==> config.mk <==
export PLATFORM = sky130hd
export DESIGN_NAME = ifu_fetch_flat
export DESIGN_NICKNAME = d
export VERILOG_FILES = /design/src/rtl/ifu_fetch_if.sv /design/src/rtl/ifu_fetch.sv /design/src/flat_wrapper.sv
export SDC_FILE = /design/constraint.sdc
export NUM_CORES = 1
export LEC_CHECK = 0
export CELL_PAD_IN_SITES_DETAIL_PLACEMENT = 2
export CELL_PAD_IN_SITES_GLOBAL_PLACEMENT = 2
export CORE_MARGIN = 2
export CORE_UTILIZATION = 37
export DETAILED_ROUTE_END_ITERATION = 10
export HOLD_SLACK_MARGIN = 0.12
export PLACE_DENSITY = 0.83
export SYNTH_ARGS = -nofsm -noshare
export SYNTH_HDL_FRONTEND = slang
export SYNTH_SLANG_ARGS = --single-unit
==> constraint.sdc <==
create_clock -name i_clk -period 13.54 [get_ports i_clk]
set_input_delay 2.708 -clock i_clk [delete_from_list [all_inputs] [get_ports i_clk]]
set_output_delay 2.708 -clock i_clk [all_outputs]
set_load 0.02 [all_outputs]
==> src/rtl/ifu_fetch_if.sv <==
// Fetch unit bundle: imem request/response, redirect input and decode-side handshake.
// The master modport is the fetch unit side; the slave modport is the memory/decode/commit side.
interface ifu_fetch_if;
  logic        o_imem_req_valid;
  logic        i_imem_req_ready;
  logic [31:0] o_imem_addr;
  logic        i_imem_rsp_valid;
  logic [31:0] i_imem_rsp_data;
  logic        i_imem_rsp_err;
  logic        i_redirect;
  logic [31:0] i_redirect_pc;
  logic        o_ins_valid;
  logic        i_ins_ready;
  logic [31:0] o_ins;
  logic [31:0] o_pc;
  logic        o_fault;

  modport master (
    output o_imem_req_valid, o_imem_addr, o_ins_valid, o_ins, o_pc, o_fault,
    input  i_imem_req_ready, i_imem_rsp_valid, i_imem_rsp_data, i_imem_rsp_err,
           i_redirect, i_redirect_pc, i_ins_ready
  );

  modport slave (
    input  o_imem_req_valid, o_imem_addr, o_ins_valid, o_ins, o_pc, o_fault,
    output i_imem_req_ready, i_imem_rsp_valid, i_imem_rsp_data, i_imem_rsp_err,
           i_redirect, i_redirect_pc, i_ins_ready
  );
endinterface

==> src/rtl/ifu_fetch.sv <==
// Instruction fetch unit: PC register, single-outstanding imem fetch, small instruction buffer.
// Optional access-fault reporting is enabled by defining IFU_FAULT_EN.
module ifu_fetch #(
  parameter logic [31:0] RESET_PC  = 32'h8000_0000,
  parameter int unsigned BUF_DEPTH = 2
) (
  input  logic           i_clk,
  input  logic           i_rst_n,
  ifu_fetch_if.master    io_bus
);

  localparam int unsigned AW = $clog2(BUF_DEPTH);
  localparam int unsigned CW = AW + 1;
  localparam logic [31:0] NOP = 32'h0000_0013;

  typedef enum logic [1:0] {S_IDLE, S_REQ, S_WAIT} state_t;

  typedef struct packed {
    logic [31:0] ins;
    logic [31:0] pc;
    logic        fault;
  } entry_t;

  state_t          r_state, w_state_nxt;
  logic [31:0]     r_fetch_pc, w_fetch_pc_nxt;
  logic [31:0]     r_addr, w_addr_nxt;
  logic [31:0]     r_req_pc, w_req_pc_nxt;
  logic            r_drop, w_drop_nxt;
  logic            r_stall, w_stall_nxt;
  logic [CW-1:0]   r_count, w_count_nxt;
  logic [AW-1:0]   r_rd_ptr, r_wr_ptr;
  entry_t          r_buf [BUF_DEPTH];

  logic            w_push, w_pop, w_credit_ok, w_head_valid;
  logic            w_rsp_fault;
  logic [31:0]     w_redirect_pc;
  entry_t          w_entry;

`ifdef IFU_FAULT_EN
  logic w_unused;
  assign w_rsp_fault    = io_bus.i_imem_rsp_err;
  assign w_unused       = ^io_bus.i_redirect_pc[1:0];
`else
  logic w_unused;
  assign w_rsp_fault    = 1'b0;
  assign w_unused       = ^{io_bus.i_imem_rsp_err, io_bus.i_redirect_pc[1:0]};
`endif

  assign w_redirect_pc = {io_bus.i_redirect_pc[31:2], 2'b00};
  assign w_head_valid  = (r_count != '0);
  assign w_pop         = w_head_valid & io_bus.i_ins_ready;
  assign w_entry.ins   = w_rsp_fault ? NOP : io_bus.i_imem_rsp_data;
  assign w_entry.pc    = r_req_pc;
  assign w_entry.fault = w_rsp_fault;

  // Next-state, fetch PC, drop/stall tracking and buffer occupancy
  always_comb begin
    w_state_nxt    = r_state;
    w_fetch_pc_nxt = r_fetch_pc;
    w_addr_nxt     = r_addr;
    w_req_pc_nxt   = r_req_pc;
    w_drop_nxt     = r_drop;
    w_push         = 1'b0;

    case (r_state)
      S_REQ: begin
        if (io_bus.i_imem_req_ready) begin
          w_state_nxt  = S_WAIT;
          w_req_pc_nxt = r_addr;
          // a held request from before a redirect must not advance the new PC
          if (!r_drop) w_fetch_pc_nxt = r_fetch_pc + 32'd4;
        end
        if (io_bus.i_redirect) w_drop_nxt = 1'b1;
      end
      S_WAIT: begin
        if (io_bus.i_imem_rsp_valid) begin
          w_push     = !r_drop && !io_bus.i_redirect;
          w_drop_nxt = 1'b0;
        end else if (io_bus.i_redirect) begin
          w_drop_nxt = 1'b1;
        end
      end
      default: ;
    endcase

    if (io_bus.i_redirect) w_fetch_pc_nxt = w_redirect_pc;

    w_count_nxt = io_bus.i_redirect ? '0 : CW'(r_count + CW'(w_push) - CW'(w_pop));
    w_stall_nxt = io_bus.i_redirect ? 1'b0 : (r_stall | (w_push & w_rsp_fault));
    w_credit_ok = (w_count_nxt < CW'(BUF_DEPTH)) && !w_stall_nxt;

    case (r_state)
      S_IDLE:  if (w_credit_ok) w_state_nxt = S_REQ;
      S_WAIT:  if (io_bus.i_imem_rsp_valid) w_state_nxt = w_credit_ok ? S_REQ : S_IDLE;
      default: ;
    endcase

    // address is latched only when a new request starts, then held until accepted
    if (r_state != S_REQ && w_state_nxt == S_REQ) w_addr_nxt = w_fetch_pc_nxt;
  end

  always_ff @(posedge i_clk) begin
    if (!i_rst_n) begin
      r_state    <= S_IDLE;
      r_fetch_pc <= RESET_PC;
      r_addr     <= RESET_PC;
      r_req_pc   <= RESET_PC;
      r_drop     <= 1'b0;
      r_stall    <= 1'b0;
      r_count    <= '0;
      r_rd_ptr   <= '0;
      r_wr_ptr   <= '0;
    end else begin
      r_state    <= w_state_nxt;
      r_fetch_pc <= w_fetch_pc_nxt;
      r_addr     <= w_addr_nxt;
      r_req_pc   <= w_req_pc_nxt;
      r_drop     <= w_drop_nxt;
      r_stall    <= w_stall_nxt;
      r_count    <= w_count_nxt;
      if (io_bus.i_redirect) begin
        r_rd_ptr <= '0;
        r_wr_ptr <= '0;
      end else begin
        r_rd_ptr <= r_rd_ptr + AW'(w_pop);
        r_wr_ptr <= r_wr_ptr + AW'(w_push);
      end
    end
  end

  // Buffer storage carries no reset; occupancy alone qualifies it
  always_ff @(posedge i_clk) begin
    if (i_rst_n && w_push) r_buf[r_wr_ptr] <= w_entry;
  end

  assign io_bus.o_imem_req_valid = (r_state == S_REQ);
  assign io_bus.o_imem_addr      = r_addr;
  assign io_bus.o_ins_valid      = w_head_valid;
  assign io_bus.o_ins            = w_head_valid ? r_buf[r_rd_ptr].ins : '0;
  assign io_bus.o_pc             = w_head_valid ? r_buf[r_rd_ptr].pc  : '0;
`ifdef IFU_FAULT_EN
  assign io_bus.o_fault          = w_head_valid & r_buf[r_rd_ptr].fault;
`else
  assign io_bus.o_fault          = 1'b0;
`endif

endmodule
==> src/flat_wrapper.sv <==
// flat-port wrapper written by rule: the top's interface ports become plain ports
module ifu_fetch_flat 
#(
  parameter logic [31:0] RESET_PC  = 32'h8000_0000,
  parameter int unsigned BUF_DEPTH = 2
)
  (i_clk, i_rst_n, io_bus_o_imem_req_valid, io_bus_o_imem_addr, io_bus_o_ins_valid, io_bus_o_ins, io_bus_o_pc, io_bus_o_fault, io_bus_i_imem_req_ready, io_bus_i_imem_rsp_valid, io_bus_i_imem_rsp_data, io_bus_i_imem_rsp_err, io_bus_i_redirect, io_bus_i_redirect_pc, io_bus_i_ins_ready);
  ifu_fetch_if io_bus_i ();
  input  logic i_clk;
  input  logic i_rst_n;
  output wire logic [$bits(io_bus_i.o_imem_req_valid)-1:0] io_bus_o_imem_req_valid;
  output wire logic [$bits(io_bus_i.o_imem_addr)-1:0] io_bus_o_imem_addr;
  output wire logic [$bits(io_bus_i.o_ins_valid)-1:0] io_bus_o_ins_valid;
  output wire logic [$bits(io_bus_i.o_ins)-1:0] io_bus_o_ins;
  output wire logic [$bits(io_bus_i.o_pc)-1:0] io_bus_o_pc;
  output wire logic [$bits(io_bus_i.o_fault)-1:0] io_bus_o_fault;
  input wire logic [$bits(io_bus_i.i_imem_req_ready)-1:0] io_bus_i_imem_req_ready;
  input wire logic [$bits(io_bus_i.i_imem_rsp_valid)-1:0] io_bus_i_imem_rsp_valid;
  input wire logic [$bits(io_bus_i.i_imem_rsp_data)-1:0] io_bus_i_imem_rsp_data;
  input wire logic [$bits(io_bus_i.i_imem_rsp_err)-1:0] io_bus_i_imem_rsp_err;
  input wire logic [$bits(io_bus_i.i_redirect)-1:0] io_bus_i_redirect;
  input wire logic [$bits(io_bus_i.i_redirect_pc)-1:0] io_bus_i_redirect_pc;
  input wire logic [$bits(io_bus_i.i_ins_ready)-1:0] io_bus_i_ins_ready;
  assign io_bus_o_imem_req_valid = io_bus_i.o_imem_req_valid;
  assign io_bus_o_imem_addr = io_bus_i.o_imem_addr;
  assign io_bus_o_ins_valid = io_bus_i.o_ins_valid;
  assign io_bus_o_ins = io_bus_i.o_ins;
  assign io_bus_o_pc = io_bus_i.o_pc;
  assign io_bus_o_fault = io_bus_i.o_fault;
  assign io_bus_i.i_imem_req_ready = io_bus_i_imem_req_ready;
  assign io_bus_i.i_imem_rsp_valid = io_bus_i_imem_rsp_valid;
  assign io_bus_i.i_imem_rsp_data = io_bus_i_imem_rsp_data;
  assign io_bus_i.i_imem_rsp_err = io_bus_i_imem_rsp_err;
  assign io_bus_i.i_redirect = io_bus_i_redirect;
  assign io_bus_i.i_redirect_pc = io_bus_i_redirect_pc;
  assign io_bus_i.i_ins_ready = io_bus_i_ins_ready;
  ifu_fetch #(.RESET_PC(RESET_PC), .BUF_DEPTH(BUF_DEPTH)) u_core (.i_clk(i_clk), .i_rst_n(i_rst_n), .io_bus(io_bus_i));
endmodule
==> results of run 1 <==
==> worst max-delay path: cells and delay by family <==
kind,cells,cell delay (ns)
compound gates,5,1.26
xor+xnor,1,0.22
fa+ha+maj,1,0.26
buf+inv,3,1.06
simple gates,1,0.54
==> where the power goes <==
part	total, uW	internal (uW)	switching [uW]	leakage [uW]
clock	709	433	275	0.000427
sequential	782	761	21.6	0.00212
combinational	137	59.5	77.3	0.00159
total	1630	1250	374	0.00414
==> cells in the mapped netlist, drive strengths merged (6+ instances only) <==
cell type / count
o31ai: 9
nand3: 18
xnor2: 18
and3: 11
and2: 16
o21a: 8
edfxtp: 128
o211ai: 6
nand2: 119
clkbuf: 34
buf: 13
o21ai: 22
mux2i: 66
nor3: 25
ha: 6
inv: 12
a21oi: 52
nor2: 99
a211oi: 6
dfxtp: 104
nand4: 7
==> logic make-up (layout without fill, tap and decap cells) <==
kind of cell	after synthesis	in the layout	share of synthesized area [%]
buffers and inverters	59	233	2.54
multiplexers	66	66	7.13
AO/OA/AOI/OAI	115	115	7.41
XOR/XNOR	24	24	2.43
other	1	1	0.0405
flip-flops	232	232	64.0
adder cells (fa/ha/maj)	6	6	0.810
AND/OR/NAND/NOR	308	308	15.7
==> cell type report <==
class / count / area share, %
sequential: 232 / 49.0
timing repair buffer: 176 / 14.3
tap: 324 / 3.35
multi-input combinational: 520 / 25.8
clock buffer: 34 / 6.04
inverter: 12 / 0.372
clock inverter: 11 / 1.09
==> stage by stage <==
stage	instances	hold slack [ns]	setup slack, ns	util (%)
2_1_floorplan	811	0.425	7.04	-
3_3_place_gp	1264	0.431	7.46	45.9
3_5_place_dp	1264	0.440	7.36	45.9
4_1_cts	1309	0.454	7.82	49.5
5_1_grt	1309	0.472	7.61	49.5
6_report	1309	0.459	7.84	49.5
==> per-layer routing <==
metal | vias to the layer above | routed length [um]
met2 | 139 | 13600
met3 | 26 | 1140
met4 | 0 | 374
met5 | - | 0
li1 | 3162 | -
met1 | 3331 | 11000
==> flip-flops by register name, indices dropped and copies added (netlist names) <==
signal / cells
u_core.r_state: 2
u_core.r_wr_ptr: 1
u_core.r_drop: 1
u_core.r_count: 2
u_core.r_fetch_pc: 32
u_core.r_buf: 128
u_core.io_bus.o_imem_addr: 32
u_core.r_req_pc: 32
u_core.r_stall: 1
u_core.r_rd_ptr: 1
==> final timing paths <==
path / depth (start not counted) / from / to / slack, ns
worst min-delay path: 0 / u_core.r_req_pc[31]$_SDFFE_PN1P_ / u_core.r_buf[1][31]$_DFFE_PP_ / 0.46
worst max register to register: 14 / u_core.r_count[0]$_SDFF_PP0_ / u_core.io_bus.o_imem_addr[16]$_SDFFE_PN0P_ / 9.57
worst min register to register: 0 / u_core.r_req_pc[31]$_SDFFE_PN1P_ / u_core.r_buf[1][31]$_DFFE_PP_ / 0.46
worst max-delay path: 11 / io_bus_i_redirect / u_core.io_bus.o_imem_addr[16]$_SDFFE_PN0P_ / 7.84
==> metrics.md, run 1 <==
| Metric | Value |
|---|---|
| Slew @ Worst Pin | 1.21 ns |
| Prevailing post-synth register cell | edfxtp_1 |
| Synth unique cells | 46 |
| Multi-input gate area | roughly 3100 um^2 |
| First-pass GRT wire length | 41.0 mm |
| M1 GR Usage | ~25% |
| Drt wl/cell | between 15 and 20 um |
| Root buf cell | clkbuf_16 |
| Synth Net Count | 888 |
| Starting DRT DRC Count | ~240 |
| Synth-to-layout area growth | 30.6% |
| Synth Register Bits | ~230 |
| H-tree depth | 1 |
| Unrepaired setup endpoints after global routing | false |
| Placeable Area | 24500 um^2 |
| Initial core utilization | between 30 and 40% |
| Reg area | 5930 um^2 |
| CTS Buffer Depth | 3 |
| Clock Latency Late Sink | roughly 0.52 ns |
| Post-route cell area | 12100 um^2 |
| Clock period minus worst slack | 5.70 ns |
| Setup bufs post-CTS | 0 |
| Crit path cell chain | clkdlybuf4s50_1 > buf_4 > nor3_1 > ha_1 > xor3_1 > o211ai_1 > a22oi_1 > a211o_1 > buf_4 > a211o_1 > a21oi_1 |
| DRT Pass-1 Iters | 4 |
| Met2 Usage GRT | 36.9% |
| Synth warn | 0 |
| Placer congestion estimate | ~0.79 |
| DRT antenna net count | 0 |
| Die area | ~26000 um^2 |
| Min-delay worst type | reg2reg |
| Slew margin rel. | ~20% |
| Boundary Pins | 170 |
| Ys async rst share | 0% |
| Max Slew Vio Count | 0 |
| Layout cells sized above 1 | just under 7% |
| Worst clock skew | 0.0113 ns |
| Remaining DRCs | 0 |
| Mapped Cells | around 810 |
| Vias | 6658 |
| Top Usage Layer GRT | met2 |
| Antenna violations before repair | 0 |
| CP arrival | 6.07 ns |
| Via density | 5.09 |
| Mapped Area | 9270 um^2 |
| Area leader, netlist | edfxtp_1 |
| Number of flops mapped to enable cells by yosys | 128 |
| Num rows | 57 |
| Worst vdd ir | approximately 55 uV |
| Final setup fails | 0 |
| Hold buffer count at cts | 0 |
| Layout Nets | roughly 1000 |
| Total power divided by cell area | about 130 nW/um^2 |
| DP Area | between 10000 and 15000 um^2 |
| Pleak | between 0.004 and 0.005 uW |
| MaxCap Viol Count | 0 |
| Drt total wl | 26.1 mm |
| Fin. Hold Viols | 0 |
| Post-DP HPWL | approximately 17 mm |
| Commonest non-fill, non-tap cell in the layout | clkdlybuf4s50_1 |
| Fmax | ~0.18 GHz |
| Ranking of synthesized cells by area | edfxtp_1, dfxtp_1, mux2i_1, nand2_1, nor2_1 |
| Overall power | 1630 uW |
| Sequential area share after synthesis | 64.0% |
| Final worst path period share | 42.1% |
| Crit path largest cell delay | 0.62 ns |
| Fill cells | 2431 |
| Critical path class | in2reg |
| CTS Buf Count | 25 |
| Antenna cell count | 0 |
| Met3 Resource Use GR | between 2 and 3% |
| Synthesized area per cell | 11.4 um^2 |
| Synth top area share | 41.5% |
| Vias in the first global route | 7256 |
| Die Ht | 162 um |
| Pin count of the biggest net entering global routing | 66 |
| Status | complete, no violations |
| Setup TNS | 0 ns |
| Critical Path RT | 13.91 ns |
| Die width | 162 um |
| PortBufs | about 170 |
| Slowest CP cell | a211o_1 |
| GRT Residual Overflow | 0 |
| # resized after CTS | 0 |
| Clock Sinks | between 200 and 250 |
| All-Layer GR Usage | approximately a fifth |
| CP Launch Type | input pin |
| CTS tree | built |
| Worst-path maximum fanout | 48 |
| Clk slew on worst S/H paths | ~0.060 ns |
| CP endpoint kind | flip-flop |
| Commonest non-fill, non-tap cells in the layout | clkdlybuf4s50_1, edfxtp_1, nand2_1, dfxtp_1, nor2_1 |
(Power assumes the default switching activity.)
==> run 2: changes to the inputs <==
Settings changed: CORE_UTILIZATION 37 to 31, PLACE_DENSITY 0.83 to 0.74.
Clock period 13.54 ns to 4.73 ns, I/O delays scaled along.
==> run 2 against run 1 <==
Clock power rose to 2.9 times the previous value. Critical path type unchanged. Highest routed layer unchanged. Utilization is 8.1 points lower. Sequential share of layout area down 0.56 points.
==> metrics.md, run 2 (same netlist as run 1, synthesis figures left out) <==
| Metric | Value |
|---|---|
| Status | complete, no violations |
| Gate power share | 8.2% (-0.2 points) |
| Final std cells w/o fill | 1382 (+5.6%) |
| Hold Path Depth | 0 (unchanged) |
| Synth-to-layout area growth | 32.1% |
| Root buf cell | clkbuf_16 |
| CTS tree | built |
| Fin. Hold Viols | 0 (unchanged) |
| DP Area | 11400 um^2 (+1.1%) |
| Slew @ Worst Pin | 1.21 ns (+0.00775 ns) |
| Critical Path RT | 5.15 ns (-8.76 ns) |
| Initial core utilization | 31.3% (-6.5 points) |
| MaxCap Viol Count | 0 (unchanged) |
| Clk pwr share | 43.8% (+0.3 points) |
| Setup TNS | 0 ns (unchanged) |
| Pin count of the biggest net entering global routing | 65 (-1.5%) |
| Reg-to-Reg Start | u_core.r_state[0]$_SDFF_PN0_ |
| Clk slew on worst S/H paths | 0.06 ns (about the same) |
| Min-delay worst type | reg2reg |
| Clock Sinks | 232 (unchanged) |
| Slowest CP cell | nor3_1 |
| All-Layer GR Usage | 16.2% (-3.7 points) |
| Vias | 6590 (-1.0%) |
| Post-Place Cells | 1334 (+5.5%) |
| Remaining DRCs | 0 (unchanged) |
| Antenna cell count | 0 (unchanged) |
| Starting DRT DRC Count | 228 (-6.6%) |
| Crit path top cell by count | nand2_1 |
| Critical path class | in2reg |
| FF-to-FF path depth | 12 (-2) |
| Sw frac | 23.0% (about the same) |
| Die Ht | 177 um (+9.0%) |
| Drt wl/cell | 18.3 um (-8.6%) |
| Drt total wl | 25.2 mm (-3.5%) |
| Final worst path period share | between 80 and 90% |
| H-tree depth | 1 (unchanged) |
| Min-delay src | u_core.r_req_pc[26]$_SDFFE_PN0P_ |
| Post-DP HPWL | 17.1 mm (+2.0%) |
| Post-route cell area | 12200 um^2 (+1.2%) |
| Die area | 31300 um^2 (+19%) |
| Die width | 177 um (+9.0%) |
| Vias in the first global route | 6964 (-4.0%) |
| Hold buffer count at cts | 0 (unchanged) |
| CP arrival | 4.31 ns (-1.76 ns) |
| Psw | 1070 uW (+190%) |
| CTS Buffer Depth | 3 (unchanged) |
| Placeable Area | 29600 um^2 (+21%) |
| Antenna violations before repair | 0 (unchanged) |
| Worst vdd ir | 259 uV (+370%) |
| Via density | 4.77 (-6.2%) |
| Sequential share of power | 48.0% (about the same) |
| CP endpoint kind | flip-flop |
| Worst clock skew | 0.00678 ns (-0.00452 ns) |
| Final setup fails | 0 (unchanged) |
| Reg2reg setup slack | 1.05 ns (-8.52 ns) |
| Pleak | 0.00417 uW (+0.75%) |
| Num rows | 63 (+11%) |
| PortBufs | 165 (unchanged) |
| DRT Pass-1 Iters | 6 (+2) |
| Clock Latency Late Sink | 0.52 ns (about the same) |
| # resized after CTS | 0 (unchanged) |
| Max Slew Vio Count | 0 (unchanged) |
| CP Launch Type | input pin |
| Total power divided by cell area | 381 nW/um^2 (+180%) |
| Slew margin rel. | 19.1% (-0.52 points) |
| GRT Residual Overflow | 0 (unchanged) |
| Boundary Pins | 170 (unchanged) |
| CTS Buf Count | 26 (+4.0%) |
| Setup bufs post-CTS | 0 (unchanged) |
| Internal power | 3600 uW (+190%) |
| Layout cells sized above 1 | 7.16% (+0.25 points) |
| Layout Nets | 1049 (+0.48%) |
| Commonest non-fill, non-tap cell in the layout | clkdlybuf4s50_1 |
| Placer congestion estimate | 0.761 (-3.2%) |
| Unrepaired setup endpoints after global routing | false |
| DRT antenna net count | 0 (unchanged) |
| Crit path largest cell delay | 0.61 ns (about the same) |
| Number of flip-flops in the largest register | 128 (unchanged) |
| Fmax | between 0.2 and 0.3 GHz |
| RR Endpoint | u_core.io_bus.o_imem_addr[10]$_SDFFE_PN0P_ |
| Hold Path End | u_core.r_buf[1][26]$_DFFE_PP_ |
| First-pass GRT wire length | 39.8 mm (-2.8%) |
| Commonest non-fill, non-tap cells in the layout | clkdlybuf4s50_1, edfxtp_1, nand2_1, dfxtp_1, nor2_1 |
| Top reg by flops | u_core.r_buf |
| Worst-path maximum fanout | 14 (-71%) |
| Clock period minus worst slack | about 4 ns |
| Crit path cell chain | clkdlybuf4s50_1 > nand2_1 > nor3_1 > ha_1 > xor3_1 > o211ai_1 > a22oi_1 > a211oi_2 > buf_4 > nand2_1 > a21oi_1 |
| Fill cells | 3039 (+25%) |
==> run 2: cell types whose count changed in the layout (fill, tap and decap cells not counted), sizes merged <==
cell      change
clkinvlp      -1
clkinv        -2
inv           +1
buf           +4
bufinv        -1
clkbuf        +6
==> run 2: worst max-delay path, delay by kind of cell <==
kind,cells,cell delay [ns]
xor gates and xnor gates,1,0.29
and+or+nand+nor,3,0.85
adders and majority gates,1,0.28
buffers and inverters,2,0.80
AOI/OAI and AO/OA,4,1.13
==> run 2: worst max-delay path by stage <==
stage,slack [ns],from,to
6_report,0.84,io_bus_i_imem_rsp_valid,u_core.io_bus.o_imem_addr[10]$_SDFFE_PN0P_
3_3_place_gp,0.42,io_bus_i_imem_rsp_valid,u_core.io_bus.o_imem_addr[23]$_SDFFE_PN0P_
2_1_floorplan,1.05,io_bus_i_redirect,u_core.r_buf[0][0]$_DFFE_PP_
4_1_cts,0.88,io_bus_i_imem_rsp_valid,u_core.io_bus.o_imem_addr[26]$_SDFFE_PN0P_
3_5_place_dp,0.36,io_bus_i_imem_rsp_valid,u_core.io_bus.o_imem_addr[26]$_SDFFE_PN0P_
5_1_grt,0.52,io_bus_i_imem_rsp_valid,u_core.io_bus.o_imem_addr[0]$_SDFFE_PN0P_
==> run 2: power groups by stage <==
stage / Sequential (uW) / Combinational, uW / Clock [uW]
after floorplan: 2300 / 168 / 0
after global placement: 2280 / 377 / 0
after detailed placement: 2280 / 386 / 0
after CTS: 2240 / 390 / 2100
after global routing: 2250 / 423 / 2190
final: 2240 / 384 / 2050
==> run 2: final cells by class <==
| class | instances | area, um^2 | share of cell area (%) |
|---|---|---|---|
| flip-flops and latches | 232 | 5930 | 48.4 |
| multi-input cells | 520 | 3130 | 25.5 |
| repair buffers | 180 | 1780 | 14.5 |
| clock buffers | 40 | 783 | 6.40 |
| well taps | 390 | 488 | 3.99 |
| clock inverters | 8 | 93.8 | 0.767 |
| inverters | 12 | 45.0 | 0.368 |
==> run 2: per-stage QoR <==
step	worst slack [ns]	hold WS, ns	total power [uW]	util [%]
finish	0.842	0.458	4670	41.4
global route	0.520	0.477	4860	41.4
CTS	0.877	0.465	4730	41.4
detailed placement	0.359	0.445	2670	38.4
global placement	0.424	0.432	2660	38.4
floorplan	1.05	0.425	2460	-
==> run 2: metal layers <==
metal / up-vias / wire length, um / track usage (%)
li1: 3171 / - / -
met1: 3256 / 11600 / 21.8
met2: 132 / 12200 / 27.8
met3: 31 / 930 / 2.15
met4: 0 / 476 / 3.99
met5: - / 0 / 0
==> run 3: changes to the inputs <==
Settings changed: CORE_UTILIZATION 31 to 34, PLACE_DENSITY 0.74 to 0.77.
Clock period 4.73 ns to 3.7 ns, I/O delays scaled along.
==> run 3 against run 2 <==
Critical path depth is 7 lower. Hold slack better by 0.0018 ns. Sequential share of layout area is 0.089 points higher. Sequential power is 28% higher. Combinational power is 30% higher. Cell area is 0.18% lower. Clock-buffer cell count is 1 lower. Flip-flop and latch count stayed put. Power is 27% higher. Critical endpoint is now io_bus_o_pc[30]. Via count is 0.59% higher. Global-route usage is 1.6 points higher.
==> metrics.md, run 3 (same netlist as run 1, synthesis figures left out) <==
| Metric | Value |
|---|---|
| Sw frac | 23.1% (+0.14 points) |
| Final worst path period share | approximately 88% |
| Final setup fails | 0 (unchanged) |
| Total power divided by cell area | 486 nW/um^2 (+27%) |
| Status | complete, no violations |
| H-tree depth | 1 (unchanged) |
| Multi-input gate area | 3130 um^2 (unchanged) |
| Initial core utilization | 34.5% (+3.1 points) |
| First-pass GRT wire length | 40.2 mm (+0.95%) |
| PnR worst setup slack | 0.458 ns (-0.385 ns) |
| DP Area | 11400 um^2 (-0.12%) |
| Hold buffer count at cts | 0 (unchanged) |
| Sequential share of power | 48.2% (+0.2 points) |
| Vias | 6629 (+0.59%) |
| CP Launch Type | flip-flop |
| Slew @ Worst Pin | 0.711 ns (-0.503 ns) |
| Internal power | 4570 uW (+27%) |
| CTS Buf Count | 26 (unchanged) |
| Remaining DRCs | 0 (unchanged) |
| Vias in the first global route | 7175 (+3.0%) |
| CP endpoint kind | output pin |
| Slew margin rel. | 52.6% (+34 points) |
| DRT antenna net count | 0 (unchanged) |
| MaxCap Viol Count | 0 (unchanged) |
| GRT Residual Overflow | 0 (unchanged) |
| Number of flip-flops in the largest register | 128 (unchanged) |
| Post-DP HPWL | 17.3 mm (+1.1%) |
| Critical Path RT | 2.96 ns (-2.19 ns) |
| Clock Latency Late Sink | 0.53 ns (about the same) |
| Layout Nets | 1052 (+0.29%) |
| Die area | 28600 um^2 (-8.6%) |
| Via density | 4.96 (+4.1%) |
| Psw | 1370 uW (+28%) |
| Placeable Area | 26900 um^2 (-9.1%) |
| Drt wl/cell | 19.2 um (+4.9%) |
| Met2 Usage GRT | 31.4% (+3.6 points) |
| Setup bufs post-CTS | 0 (unchanged) |
| Placer congestion estimate | 0.798 (+4.8%) |
| Root buf cell | clkbuf_16 |
| Antenna cell count | 0 (unchanged) |
| Synth-to-layout area growth | 31.9% |
| Fmax | 0.308 GHz |
| Layout cells sized above 1 | 7.44% (+0.28 points) |
| Die Ht | 169 um (-4.4%) |
| PortBufs | 165 (unchanged) |
| Fill cells | 2745 (-9.7%) |
| CP arrival | 2.50 ns (-1.81 ns) |
| Top Usage Layer GRT | met2 |
| Clock period minus worst slack | approximately 3.2 ns |
| Pin count of the biggest net entering global routing | 65 (unchanged) |
| Unrepaired setup endpoints after global routing | false |
| Max Slew Vio Count | 0 (unchanged) |
| Setup TNS | 0 ns (unchanged) |
| Met3 Resource Use GR | 1.96% (-0.18 points) |
| Clock Sinks | 232 (unchanged) |
| Clk slew on worst S/H paths | 0.06 ns (about the same) |
| Fin. Hold Viols | 0 (unchanged) |
| CTS tree | built |
| DRT Pass-1 Iters | 4 (-2) |
| Num rows | 60 (-4.8%) |
| Min-delay worst type | reg2reg |
| Antenna violations before repair | 0 (unchanged) |
| Post-route cell area | 12200 um^2 (-0.18%) |
| Reg area | 5930 um^2 (unchanged) |
| Pleak | 0.00419 uW (+0.42%) |
| Critical path class | reg2out |
| Worst-path maximum fanout | 27 (+13) |
| M1 GR Usage | 23.8% (+2.0 points) |
| CTS Buffer Depth | 3 (unchanged) |
| Clk pwr share | 43.4% (-0.4 points) |
| Commonest non-fill, non-tap cells in the layout | clkdlybuf4s50_1, edfxtp_1, nand2_1, dfxtp_1, nor2_1 |
| Die width | 169 um (-4.4%) |
| Commonest non-fill, non-tap cell in the layout | clkdlybuf4s50_1 |
| Drt total wl | 25.6 mm (+1.4%) |
| Top reg by flops | u_core.r_buf |
| # resized after CTS | 0 (unchanged) |
| Starting DRT DRC Count | 317 (+39%) |
| Worst clock skew | 0.00919 ns (+0.00240 ns) |
| DP Worst Slack | 0.0280 ns (-0.331 ns) |
| Worst vdd ir | 270 uV (+4.3%) |
| Gate power share | 8.4% (+0.2 points) |
| All-Layer GR Usage | 17.9% (+1.6 points) |
| Boundary Pins | 170 (unchanged) |
run 3: changes by cell type in the layout (fill, tap and decap cells not counted), sizes merged:
cell	previous run	this run
clkbuf	40	39
inv	13	12
clkinv	5	8
bufinv	2	1
buf	15	18
run 3: through the flow:
step	utilization [%]	hold WS (ns)	instances	power, uW
after floorplan	-	0.425	811	3150
after global placement	42.2	0.431	1288	3400
after detailed placement	42.2	0.449	1288	3420
after CTS	45.5	0.463	1336	6010
after global routing	45.5	0.487	1336	6160
final	45.5	0.460	1336	5940
run 3: critical path, cell delays in order, from the launching register on:
cell and delay [ns]:
dfxtp_4 0.68, buf_4 0.38, mux2i_1 0.26, nor2_1 0.07
clkdlybuf4s50_1 0.58
run 3: worst paths after layout:
path | from | end | slack, ns | depth (start not counted)
worst max-delay path | u_core.r_rd_ptr$_SDFF_PP0_ | io_bus_o_pc[30] | 0.46 | 4
worst min-delay path | u_core.r_req_pc[28]$_SDFFE_PN0P_ | u_core.r_buf[0][28]$_DFFE_PP_ | 0.46 | 0
worst max register to register | u_core.r_state[0]$_SDFF_PN0_ | u_core.io_bus.o_imem_addr[29]$_SDFFE_PN0P_ | 0.55 | 13
worst min register to register | u_core.r_req_pc[28]$_SDFFE_PN0P_ | u_core.r_buf[0][28]$_DFFE_PP_ | 0.46 | 0
run 3: power groups by stage:
stage / clock, uW / sequential (uW) / combinational (uW)
6_report: 2580 / 2860 / 500
5_1_grt: 2740 / 2870 / 547
4_1_cts: 2640 / 2860 / 507
3_5_place_dp: 0 / 2920 / 501
3_3_place_gp: 0 / 2910 / 484
2_1_floorplan: 0 / 2940 / 214
run 3: cell type report:
class | instances | area share, %
Clock buffer | 39 | 6.56
Sequential cell | 232 | 48.5
Clock inverter | 9 | 0.543
Timing Repair Buffer | 183 | 14.9
Multi-Input combinational cell | 520 | 25.6
Inverter | 12 | 0.369
Tap cell | 341 | 3.49
run 3: per-layer routing:
| metal | wire length (um) | part of all wire (%) |
|---|---|---|
| met2 | 12600 | 49 |
| met5 | 0 | 0 |
| met3 | 788 | 3.1 |
| met4 | 338 | 1.3 |
| met1 | 11800 | 46 |
